## src/rtl/pipe_stage_buf.sv

```systemverilog
// In-order DEPTH-entry pipeline stage buffer with valid/ready handshake, enable stall and flush.
// Optional PIPE_STAGE_STATS_EN adds stall_cycles / flush_events counters.
module pipe_stage_buf #(
   parameter int unsigned DATA_W = 256,
   parameter int unsigned DEPTH  = 2
) (
   input  logic                         CLK,
   input  logic                         RST,
   input  logic                         enable,
   input  logic                         flush,
   input  logic                         in_valid,
   output logic                         in_ready,
   input  logic [DATA_W-1:0]            in_data,
   output logic                         out_valid,
   input  logic                         out_ready,
   output logic [DATA_W-1:0]            out_data,
   output logic [$clog2(DEPTH+1)-1:0]   count
`ifdef PIPE_STAGE_STATS_EN
   ,
   output logic [31:0]                  stall_cycles,
   output logic [15:0]                  flush_events
`endif
);

   localparam int unsigned CNT_W = $clog2(DEPTH + 1);
   localparam int unsigned PTR_W = (DEPTH > 1) ? $clog2(DEPTH) : 1;

   logic [DATA_W-1:0] mem [DEPTH];
   logic [PTR_W-1:0]  wp;
   logic [PTR_W-1:0]  rp;
   logic              push;
   logic              pop;

   function automatic logic [PTR_W-1:0] next_ptr(input logic [PTR_W-1:0] p);
      return (p == PTR_W'(DEPTH - 1)) ? '0 : p + PTR_W'(1);
   endfunction

   // Handshake qualifiers; in_ready never depends on out_ready.
   assign in_ready  = enable && !flush && (count < CNT_W'(DEPTH));
   assign out_valid = (count != '0);
   assign out_data  = mem[rp];
   assign push      = in_valid && in_ready;
   assign pop       = out_valid && out_ready && enable && !flush;

   always_ff @(posedge CLK) begin
      if (RST) begin
         wp    <= '0;
         rp    <= '0;
         count <= '0;
         for (int i = 0; i < int'(DEPTH); i++) begin
            mem[PTR_W'(i)] <= '0;
         end
      end else if (flush) begin
         // Storage is deliberately left intact; only the occupancy is dropped.
         wp    <= '0;
         rp    <= '0;
         count <= '0;
      end else begin
         if (push) begin
            mem[wp] <= in_data;
            wp      <= next_ptr(wp);
         end
         if (pop) begin
            rp <= next_ptr(rp);
         end
         if (push && !pop) begin
            count <= count + CNT_W'(1);
         end else if (pop && !push) begin
            count <= count - CNT_W'(1);
         end
      end
   end

`ifdef PIPE_STAGE_STATS_EN
   // Saturating observability counters, cleared by RST only.
   always_ff @(posedge CLK) begin
      if (RST) begin
         stall_cycles <= '0;
         flush_events <= '0;
      end else begin
         if (out_valid && !out_ready && enable && !flush && (stall_cycles != 32'hFFFF_FFFF)) begin
            stall_cycles <= stall_cycles + 32'd1;
         end
         if (flush && (count != '0) && (flush_events != 16'hFFFF)) begin
            flush_events <= flush_events + 16'd1;
         end
      end
   end
`endif

endmodule

```

## config.mk

```make
export PLATFORM = sky130hd
export DESIGN_NAME = pipe_stage_buf
export DESIGN_NICKNAME = d
export VERILOG_FILES = /design/src/rtl/pipe_stage_buf.sv
export SDC_FILE = /design/constraint.sdc
export NUM_CORES = 1
export LEC_CHECK = 0
export BUFFER_PORTS_ARGS = -buffer_cell sky130_fd_sc_hd__buf_4
export CAP_MARGIN = 30
export CORE_ASPECT_RATIO = 0.7
export CORE_MARGIN = 4
export CORE_UTILIZATION = 25
export CTS_CLUSTER_DIAMETER = 200
export DETAILED_ROUTE_END_ITERATION = 16
export SLEW_MARGIN = 15
export SYNTH_ARGS = -nofsm -noshare
export SYNTH_HDL_FRONTEND = slang
export SYNTH_SLANG_ARGS = --single-unit
export TNS_END_PERCENT = 50
```

## constraint.sdc

```tcl
create_clock -name CLK -period 25.5 [get_ports CLK]
set_clock_uncertainty 0.2 [all_clocks]
set_input_delay 1.275 -clock CLK [delete_from_list [all_inputs] [get_ports CLK]]
set_output_delay 1.275 -clock CLK [all_outputs]
set_load 0.02 [all_outputs]
```

# Word level (Yosys, flattened, before mapping)
# Memory sizes are Yosys's and may differ from the RTL's. A register that Yosys moved wholly into a read port is not among the register bits.
# Index checks and enable logic that the tools add are counted.
# classes
n_addsub	4
mul	0
n_div	0
n_lt_le_gt_ge	1
eq_ne	0
shifts	0
muxes	15
bitwise	0
n_reduce_logical	15
# ops
cell	count
2-to-1 mux 256 bit	1
OR reduction 256 bit	1
2-to-1 mux 1 bit	12
logical AND 1 bit	8
2-to-1 mux 2 bit	2
nonzero test 2 bit	2
zero test 1 bit	3
adder 1 bit, second input constant	2
adder 2 x 1 -> 2 bit, second input constant	1
< comparator 2 bit, second input constant	1
OR reduction 2 bit	1
subtractor 2 x 1 -> 2 bit, second input constant	1
# word_totals
register_bits	4
latch_bits	0
mem_bits_rw	512
rom_bits	0
input_bits	262
output_inout_bits	260
elab_cells	39
mem_count	1
# memory_table
memory	depth	word_bits	read_ports	rd_ports_with_merged_regs	write_ports	line_no	rtl
mem	2	256	1	1	2	28	logic [DATA_W-1:0] mem [DEPTH];

# Depth between registers and ports, before layout
# Gate-level depths: netlist of run 1.
# depth
depth_word	10
mapped_depth	6
depth_no_buf	6

# Least setup slack after synthesis of run 1
# No wires, ideal clock.
# synth_path
kind	input-to-reg
from	input RST
to	memory mem[0][0], enable pin
setup_time_ps	664
arrival_time_ps	8084
required_ps	24636
slack_ps	16551
stages	4
n_path_buf	3
cell_sequence	clkbuf_1 > clkbuf_1 > clkbuf_1 > nand2b_1
# synth_rtl
item	line_no	rtl
start: declaration	8	input logic RST,
end: declaration	28	

==> results by stage, run 1 <==
Logic synthesis:
- The share of synthesized cell area in full adder, half adder and majority cells is less than 1%.
- Dividing the synthesized area by the synthesized cell count gives about 14 um^2.
- The area of the mapped netlist is 22800 um^2.
- The main combinational cell family by area after synthesis is simple AND/OR/NAND/NOR gates.
- The fraction of the mapped netlist area in simple logic gates is roughly 16%.
- The fraction of synthesized cell area in xor and xnor cells is less than 1%.
- After synthesis, the largest area contributor takes up 67.43% of total cell area.
- Multiplexer cells account for approximately 13% of the synthesized area.
- Summed over all instances, the cell type with the most area after synthesis is sky130_fd_sc_hd__edfxtp_1.
- The part of the Yosys area used for sequential elements is 67.87%.
- By area the synthesized netlist is led by sky130_fd_sc_hd__edfxtp_1 (67%), sky130_fd_sc_hd__mux2_2 (13%), sky130_fd_sc_hd__nor2_1 (8.3%).
- After technology mapping, the gate count stands at 1677.
- The area fraction in compound gates after synthesis is 0.09878%.
- Yosys mapped the design onto 22 distinct sky130hd cell types.
- The number of nets in the synthesized netlist is approximately 1900.
- The flip-flop and latch count after synthesis is 517.
- The count of warnings emitted by yosys is 0.

Drt:
- After detailed routing, the total wire length is 58.22 mm.
- Using the TritonRoute via totals, the vias-per-cell ratio works out to 4.171.
- The initial DRC count is 875.
- The count of unresolved DRC violations after routing is 0.
- The detailed router placed 14280 vias in this run.
- In the final routed layout, each cell accounts on average for 17.01 um.
- Once detail routing completed, the nets flagged for antenna violations numbered 0.
- The first detailed-routing pass ran for 5 iterations.

Worst setup path:
- For this run, the slowest stage of the critical path takes 0.87 ns.
- STA puts the critical path data required time at 24.02 ns.
- The data arrival time of the critical path is 2.99 ns.
- In this design, the largest share of critical-path delay is due to flip-flops.
- Of all nets on the critical path, the largest fanout is between 100 and 150.
- Walking the worst path, the cells encountered are buf_12 -> mux2_2 -> buf_4.
- The critical path is of the reg2out type.
- The number of buffers and inverters on the critical path is 2.
- The slowest stage of the critical path belongs to the cell sky130_fd_sc_hd__dfxtp_4.
- The kind of end point of the critical path is a primary output.
- The type of origin of the critical path is a register.

Timing:
- The count of endpoints failing hold in the final timing report is 0.
- The achievable clock frequency is 224.1 MHz.
- The aggregate negative setup slack is 0 ns.
- The number of pins exceeding their max-slew limit in the final report came to 0.
- The portion of the clock cycle consumed by the worst path in the final layout is 17.50%.
- The slew of the pin with the lowest slew margin is 1.124 ns.
- The setup-violating endpoint count in the final report is 0.
- The worst path needs 4.462 ns of the cycle, external delays included.
- Headroom to the max-slew limit came out at 25.05%.
- The setup slack of the critical path after layout is 21.04 ns.
- Setup repair after global routing left no endpoint under its margin.

Pwr:
- The internal portion of the total power is 0.001539 W.
- In this run switching power makes up between 20 and 25% of total power.
- The ratio of total power to cell area is 67.16 nW/um^2.
- In this run, the clock network consumes 40.6% of the power.
- Of the total power, registers draw about half.
- The peak ir drop on the vdd network is approximately 0.052 mV.
- The analysis attributes to net switching a power of 0.0004515 W.
- Of the total power, combinational logic draws 10.1%.
- The leakage component of the power is 11.19 nW.

Cells and area:
- For this run, the post-layout net count is 2421.
- In the layout the commonest cells are sky130_fd_sc_hd__buf_4 (532), sky130_fd_sc_hd__edfxtp_1 (512), sky130_fd_sc_hd__nor2_1 (505), sky130_fd_sc_hd__nand2b_1 (257), sky130_fd_sc_hd__mux2_2 (256).
- Compared with the post-synthesis result, the final layout area differs by 29.98%.
- Leaving out fill and tap cells, the most frequent cell in the layout is sky130_fd_sc_hd__buf_4.
- The post-route netlist has 40.44% of its cells at a drive strength greater than 1.
- The number of diodes is 0.
- The finished layout holds roughly 3400 standard cells, fillers aside.
- After routing the design area is 29640 um^2.

Clock tree:
- In this run the post-CTS setup repair buffer count came out at 0.
- The cell sitting at the root of the clock tree is a sky130_fd_sc_hd__clkbuf_16.
- The clock slew seen by the registers of the worst setup and hold paths is 0.06 ns.
- The number of sinks driven by the clock tree is 517.
- The later-pin clock latency in the skew report is 0.58 ns.
- The number of CTS-inserted buffers is between 50 and 60.
- The hold buffer count at CTS is 0.
- TritonCTS built the clock tree.
- The maximum buffer depth of the clock tree is 3.
- CTS built an H-tree with a depth of 2.
- Once the clock tree was built, the resizer swapped 0 gates to a different size.

GRT:
- The total grt overflow is 0.
- The via count of the first global-routing pass is 14530.
- The wire length of the first global-routing pass is between 80 and 90 mm.
- For this run, the total global-route usage over all layers was measured as a little under an eighth.
- The largest net degree at the start of global routing is 138.
- The initial antenna violation count came to 1.

Run:
- Across the run, the number of max-cap violations was 0.

Run status:
- The run finished with clean final reports.

Place:
- The congestion estimate from routability-driven global placement came to 0.7420.
- The worst setup slack after placement is 20.63 ns.
- The number of placed instances, taps included is between 3000 and 4000.
- Buffers placed on the I/O ports in this run total between 500 and 600.
- The total half-perimeter wirelength after legalization and detailed placement is 36.03 mm.
- After detailed placement, the total cell area comes to 27760 um^2.

Worst hold path:
- The classification of the worst-slack hold path is reg2reg.

Floorplan:
- The I/O pin total is 522.
- The area enclosed by the die boundary is 96180 um^2.
- The number of placement rows is 92.
- In this run the horizontal extent of the chip is around 370 um.
- The die outline height is 260.7 um.
- For this configuration, the core starts out at a cell density of approximately 25%.
- After floorplanning, the core was sized to cover 90250 um^2.
through the flow:
stage	total power (W)	util, %	hold WS [ns]
floorplan	0.001116	-	0.2565
CTS	0.002019	32.75	0.3069
global route	0.002069	32.84	0.3393
finish	0.001990	32.84	0.3028
global placement	0.001202	30.73	0.2846
detailed placement	0.001203	30.76	0.2866
cells by family (layout without fill, tap and decap cells):
| group | Yosys count | after routing |
|---|---|---|
| and+or+nand+nor | 782 | 782 |
| DFF | 517 | 517 |
| muxes | 256 | 256 |
| buffers and inverters | 114 | 638 |
| AOI/OAI and AO/OA | 4 | 4 |
| xor gates and xnor gates | 3 | 3 |
| adders and majority gates | 1 | 1 |
power by group through the flow:
stage                     Clock, W  Sequential [W]  Combinational, W
after floorplan                  0         0.00101          0.000107
after global placement           0        0.000998          0.000203
after detailed placement         0        0.000999          0.000204
after CTS                 0.000833        0.000981          0.000205
after global routing      0.000868        0.000984          0.000217
final                     0.000808        0.000981          0.000201
path summary, 6_finish.rpt:
path                               start  cells after the start      endpoint  slack (ns)
worst max-delay path            register                      3  out_data[65]       21.04
worst min-delay path                  rp                      2      register        0.30
worst max register to register  count[1]                      4   mem[0][115]       21.75
worst min register to register        rp                      2      register        0.30
worst reg2reg max path: stages (launching register included):
cell and delay, ns:
sky130_fd_sc_hd__dfxtp_1 0.36, sky130_fd_sc_hd__and4bb_1 0.45, sky130_fd_sc_hd__nand2b_4 0.47, sky130_fd_sc_hd__nand2b_4 0.93, sky130_fd_sc_hd__buf_4 0.89
layout make-up:
cell class                 count  area, um^2
clock buffer                  72        1480
tap                         1222        1529
clock inverter                26       314.1
timing repair buffer         540        4175
multi-input combinational   1046        6660
sequential                   517       15480
fill                        9094       60610
metal layers:
| metal | vias to the layer above | track usage (%) | share of wire (%) |
|---|---|---|---|
| li1 | 6762 | - | - |
| met1 | 7017 | 14.84 | 43 |
| met2 | 413 | 18.24 | 46 |
| met3 | 85 | 4.374 | 9.2 |
| met4 | 2 | 2.750 | 2.0 |
| met5 | - | 0 | 0.034 |
cell usage after synthesis:
| library cell | count |
|---|---|
| sky130_fd_sc_hd__nand4b_1 | 1 |
| sky130_fd_sc_hd__nor3b_1 | 1 |
| sky130_fd_sc_hd__edfxtp_1 | 512 |
| sky130_fd_sc_hd__nor2_1 | 505 |
| sky130_fd_sc_hd__a21oi_1 | 2 |
| sky130_fd_sc_hd__clkbuf_1 | 32 |
| sky130_fd_sc_hd__dfxtp_1 | 5 |
| sky130_fd_sc_hd__buf_1 | 1 |
| sky130_fd_sc_hd__or2_2 | 2 |
| sky130_fd_sc_hd__buf_2 | 55 |
| sky130_fd_sc_hd__buf_6 | 25 |
| sky130_fd_sc_hd__nand2_1 | 1 |
| sky130_fd_sc_hd__and4bb_1 | 1 |
| sky130_fd_sc_hd__buf_8 | 1 |
| sky130_fd_sc_hd__xor2_1 | 3 |
| sky130_fd_sc_hd__nand2b_1 | 260 |
| sky130_fd_sc_hd__o211ai_1 | 1 |
| sky130_fd_sc_hd__o21ai_0 | 1 |
| sky130_fd_sc_hd__nor2_4 | 10 |
| sky130_fd_sc_hd__or3_1 | 1 |
| sky130_fd_sc_hd__mux2_2 | 256 |
| sky130_fd_sc_hd__ha_1 | 1 |
flip-flops by register name, summed over array words and instances (netlist names), named ones only:
register,count
count,2
mem,512
rp,1
wp,1
Power figures use the tool's default switching activity.
==> inputs of run 2 (changes only) <==
==> constraint.sdc (replaced) <==
create_clock -name CLK -period 3.95 [get_ports CLK]
set_clock_uncertainty 0.2 [all_clocks]
set_input_delay 0.1975 -clock CLK [delete_from_list [all_inputs] [get_ports CLK]]
set_output_delay 0.1975 -clock CLK [all_outputs]
set_load 0.02 [all_outputs]
==> run 2 against run 1 <==
Compared with the run above:
- sequential share of layout area is 4.5 points lower
- hold slack worse by 0.23 ns
- non-clock buffer count is 281 higher
- clock power grew to 6.4 times the previous value
- power grew to 6.6 times the previous value
- combinational power grew to 7.7 times the previous value
- utilization is 3.1 points higher
- critical path depth is 1 higher
- sequential power grew to 6.5 times the previous value
==> results by stage, run 2 (same netlist as run 1, synthesis figures left out) <==
Drt:
- The initial DRC count is 932.
- The routed design has 61.83 mm of wire.
- The vias after detailed routing is 15440.
- The detailed-routed wire length on met2 is 29.16 mm.
- In the routed layout, each cell is associated on average with a via count of about 4.2.
- The detailed-routing iteration count for the pre-antenna-repair pass is 5.
- The remaining antenna violation count after routing is 0.
- The wire length per cell after detailed routing is 16.68 um.
- After detailed routing, the number of remaining DRC violations is 0.
- The routed metal-1 wire length is 26.41 mm.
- The length of routed met3 wiring is 4.876 mm.
- The highest signal layer in the routed design is met4.

Timing:
- The aggregate negative setup slack is 0 ns.
- The count of endpoints failing hold in the final timing report came to 0.
- After layout, the worst path uses a little over two thirds of the clock period.
- Counting I/O delays and the setup requirement, the final critical path takes 2.761 ns.
- At the pin with the least slew margin, the transition time is 1.025 ns.
- Setup repair after global routing left no endpoint under its margin.
- Setup violations remaining at the end of the flow were counted as 0.
- The achievable clock frequency is roughly 360 MHz.
- The headroom to the max-slew limit is about a third.
- The number of pins exceeding their max-slew limit in the final report came to 0.

Floorplan:
- The area enclosed by the die boundary is slightly below 100000 um^2.
- The initial cell density of the core is 25.26%.
- The I/O pin total is approximately 520.
- The floorplan step set the die height to approximately 260 um.
- The initialized floorplan defines 92 standard-cell rows.
- The chip width is ~370 um.
- The total area inside the core boundary comes to between 90000 and 100000 um^2.

Worst setup path:
- The family of cells with the greatest summed delay on the critical path is buffers and inverters.
- The worst register-to-register path ends at mem[0][81].
- The data arrival time of the critical path is about 2.4 ns.
- Together, buffers and inverters on the worst path number 3.
- The start of the worst register-to-register path is count[1].
- The data required time at the worst endpoint is 3.55 ns.
- On the critical path, the stage with the largest delay is an instance of sky130_fd_sc_hd__dfxtp_4.
- The highest net fanout along the worst path is 33.
- The largest single stage delay on the critical path is 0.63 ns.
- The cell repeated most along the worst path is sky130_fd_sc_hd__buf_12.
- The type of origin of the critical path is a register.
- The depth of the worst register-to-register path is 5.
- The flop-to-flop setup slack is around 1.3 ns.
- The kind of end point of the critical path is a primary output.
- Traced cell by cell, the critical path runs through buf_12 -> buf_12 -> mux2_2 -> buf_4.
- The type of the worst setup path is reg2out.

Worst hold path:
- In this run the most critical hold path is launched from RST.
- Along the worst hold path, the cell count comes to 3.
- The path with the worst hold slack has its endpoint at mem[0][201].
- In this run the worst hold path is classified as in2reg.

Pwr:
- The ratio of total power to cell area is 401.9 nW/um^2.
- The worst-case IR drop observed on VDD is roughly 0.23 mV.
- Summed over all cells, the static leakage comes to about 12 nW.

Clock tree:
- The number of sinks driven by the clock tree is 517.
- After clock tree synthesis, the clock-pin slew on the worst setup and hold paths is about 0.06 ns.
- The post-CTS repair timing setup buffer count is 0.
- In this run the clock root is driven by a sky130_fd_sc_hd__clkbuf_16.
- The later-pin clock latency in the skew report is slightly below 0.6 ns.
- The TritonCTS clock tree is yes.
- No sink is reached through more buffers than the 3 on the longest clock path.
- In this run the number of H-tree levels came out at 2.
- TritonCTS created 53 clock buffers.

GRT:
- The total overflow left after global routing is 0.
- The wire length of the first global-routing pass is 94.50 mm.
- The aggregate global-route resource usage is 12.44%.
- The via count of the first global-routing pass was 16420.
- The initial antenna violation count was 2.
- The largest net degree at the start of global routing is approximately 150.

Place:
- The congestion estimate from routability-driven global placement came to 0.7505.
- In this run the cell area measured after placement is 28070 um^2.
- Input and output buffers added on the ports amount to 521.
- The total half-perimeter wirelength after legalization and detailed placement is 38.46 mm.

Cells and area:
- In the final design database the tool counted 2702 nets.
- Compared with the post-synthesis result, the final layout area differs by 42.32%.
- The largest registers in the layout are mem: 512 flops, count: 2 flops.
- The total area of sequential cells is 15480 um^2.
- Leaving out fill and tap cells, the most frequent cell in the layout is sky130_fd_sc_hd__buf_4.
- In the final layout, the multi-input gates occupy 6660 um^2.
- In the layout the commonest cells are sky130_fd_sc_hd__buf_4 (545), sky130_fd_sc_hd__edfxtp_1 (512), sky130_fd_sc_hd__nor2_1 (505), sky130_fd_sc_hd__dlygate4sd3_1 (260), sky130_fd_sc_hd__nand2b_1 (257).
- Once layout is done, the placed cells without fillers occupy between 30000 and 40000 um^2.
- The largest register by flop count is mem.
- The layout filler cell count is roughly 9000.
- The number of flip-flops in the largest register is about 510.
- The fraction of layout cells with a size suffix above 1 is 36.78%.

Run:
- Across the run, the number of max-cap violations was 0.

Run status:
- The run finished with clean final reports.
-- run 2: changes by cell type in the layout (fill, tap and decap cells not counted), moves of 6 or more --
| cell | previous run | this run |
|---|---|---|
| sky130_fd_sc_hd__buf_4 | 532 | 545 |
| sky130_fd_sc_hd__buf_12 | 3 | 15 |
| sky130_fd_sc_hd__clkinv_1 | 8 | 14 |
| sky130_fd_sc_hd__dlygate4sd3_1 | 0 | 260 |
| sky130_fd_sc_hd__clkbuf_1 | 13 | 5 |
-- run 2: worst register-to-register path: stages, from the launching register on --
cell and delay [ns]:
sky130_fd_sc_hd__dfxtp_1 0.36, sky130_fd_sc_hd__and4bb_1 0.46, sky130_fd_sc_hd__nand2b_4 0.25, sky130_fd_sc_hd__nand2b_4 0.41
sky130_fd_sc_hd__buf_12 0.31, sky130_fd_sc_hd__buf_12 0.32
-- run 2: cell type report --
type | count | area share (%)
Sequential cell | 517 | 47.70
Timing Repair Buffer | 821 | 21.59
Multi-Input combinational cell | 1046 | 20.52
Tap cell | 1222 | 4.712
Clock buffer | 60 | 4.299
Clock inverter | 38 | 1.161
Antenna cell | 2 | 0.01542
-- run 2: repair_timing --
action                                 CTS  global route
gates resized for setup                  0             0
endpoints found under the hold margin  517             0
hold buffers                           260             0
-- run 2: through the flow --
step	setup WS (ns)	cells	power, W	util (%)	hold WS [ns]
2_1_floorplan	-0.8440	1677	0.007149	-	0.2083
3_3_place_gp	1.332	3346	0.007790	31.10	0.2826
3_5_place_dp	1.293	3346	0.007801	31.10	0.2992
4_1_cts	1.076	3704	0.01323	35.95	0.005577
5_1_grt	1.061	3706	0.01357	35.96	0.05596
6_report	1.189	3706	0.01304	35.96	0.06841
-- run 2: where the power goes --
part | internal [W] | switching (W) | leakage, nW
logic | 0.000765 | 0.000789 | 6.17
clock network | 0.00299 | 0.00217 | 0.852
registers | 0.00627 | 0.0000549 | 5.37
-- run 2: worst max-delay path by stage --
| stage | from | to | slack, ns | cells past startpoint |
|---|---|---|---|---|
| finish | register | out_data[86] | 1.19 | 4 |
| global route | register | out_data[27] | 1.06 | 4 |
| CTS | register | out_data[53] | 1.08 | 4 |
| detailed placement | count[1] | mem[0][77] | 1.29 | 5 |
| global placement | count[1] | mem[0][81] | 1.33 | 5 |
| floorplan | RST | mem[1][0] | -0.84 | 4 |
-- run 2: metal layers --
metal | GRT usage [%] | vias to the layer above
li1 | - | 7328
met1 | 15.78 | 7592
met2 | 20.67 | 431
met3 | 3.897 | 85
met4 | 3.188 | 0
met5 | 0 | -
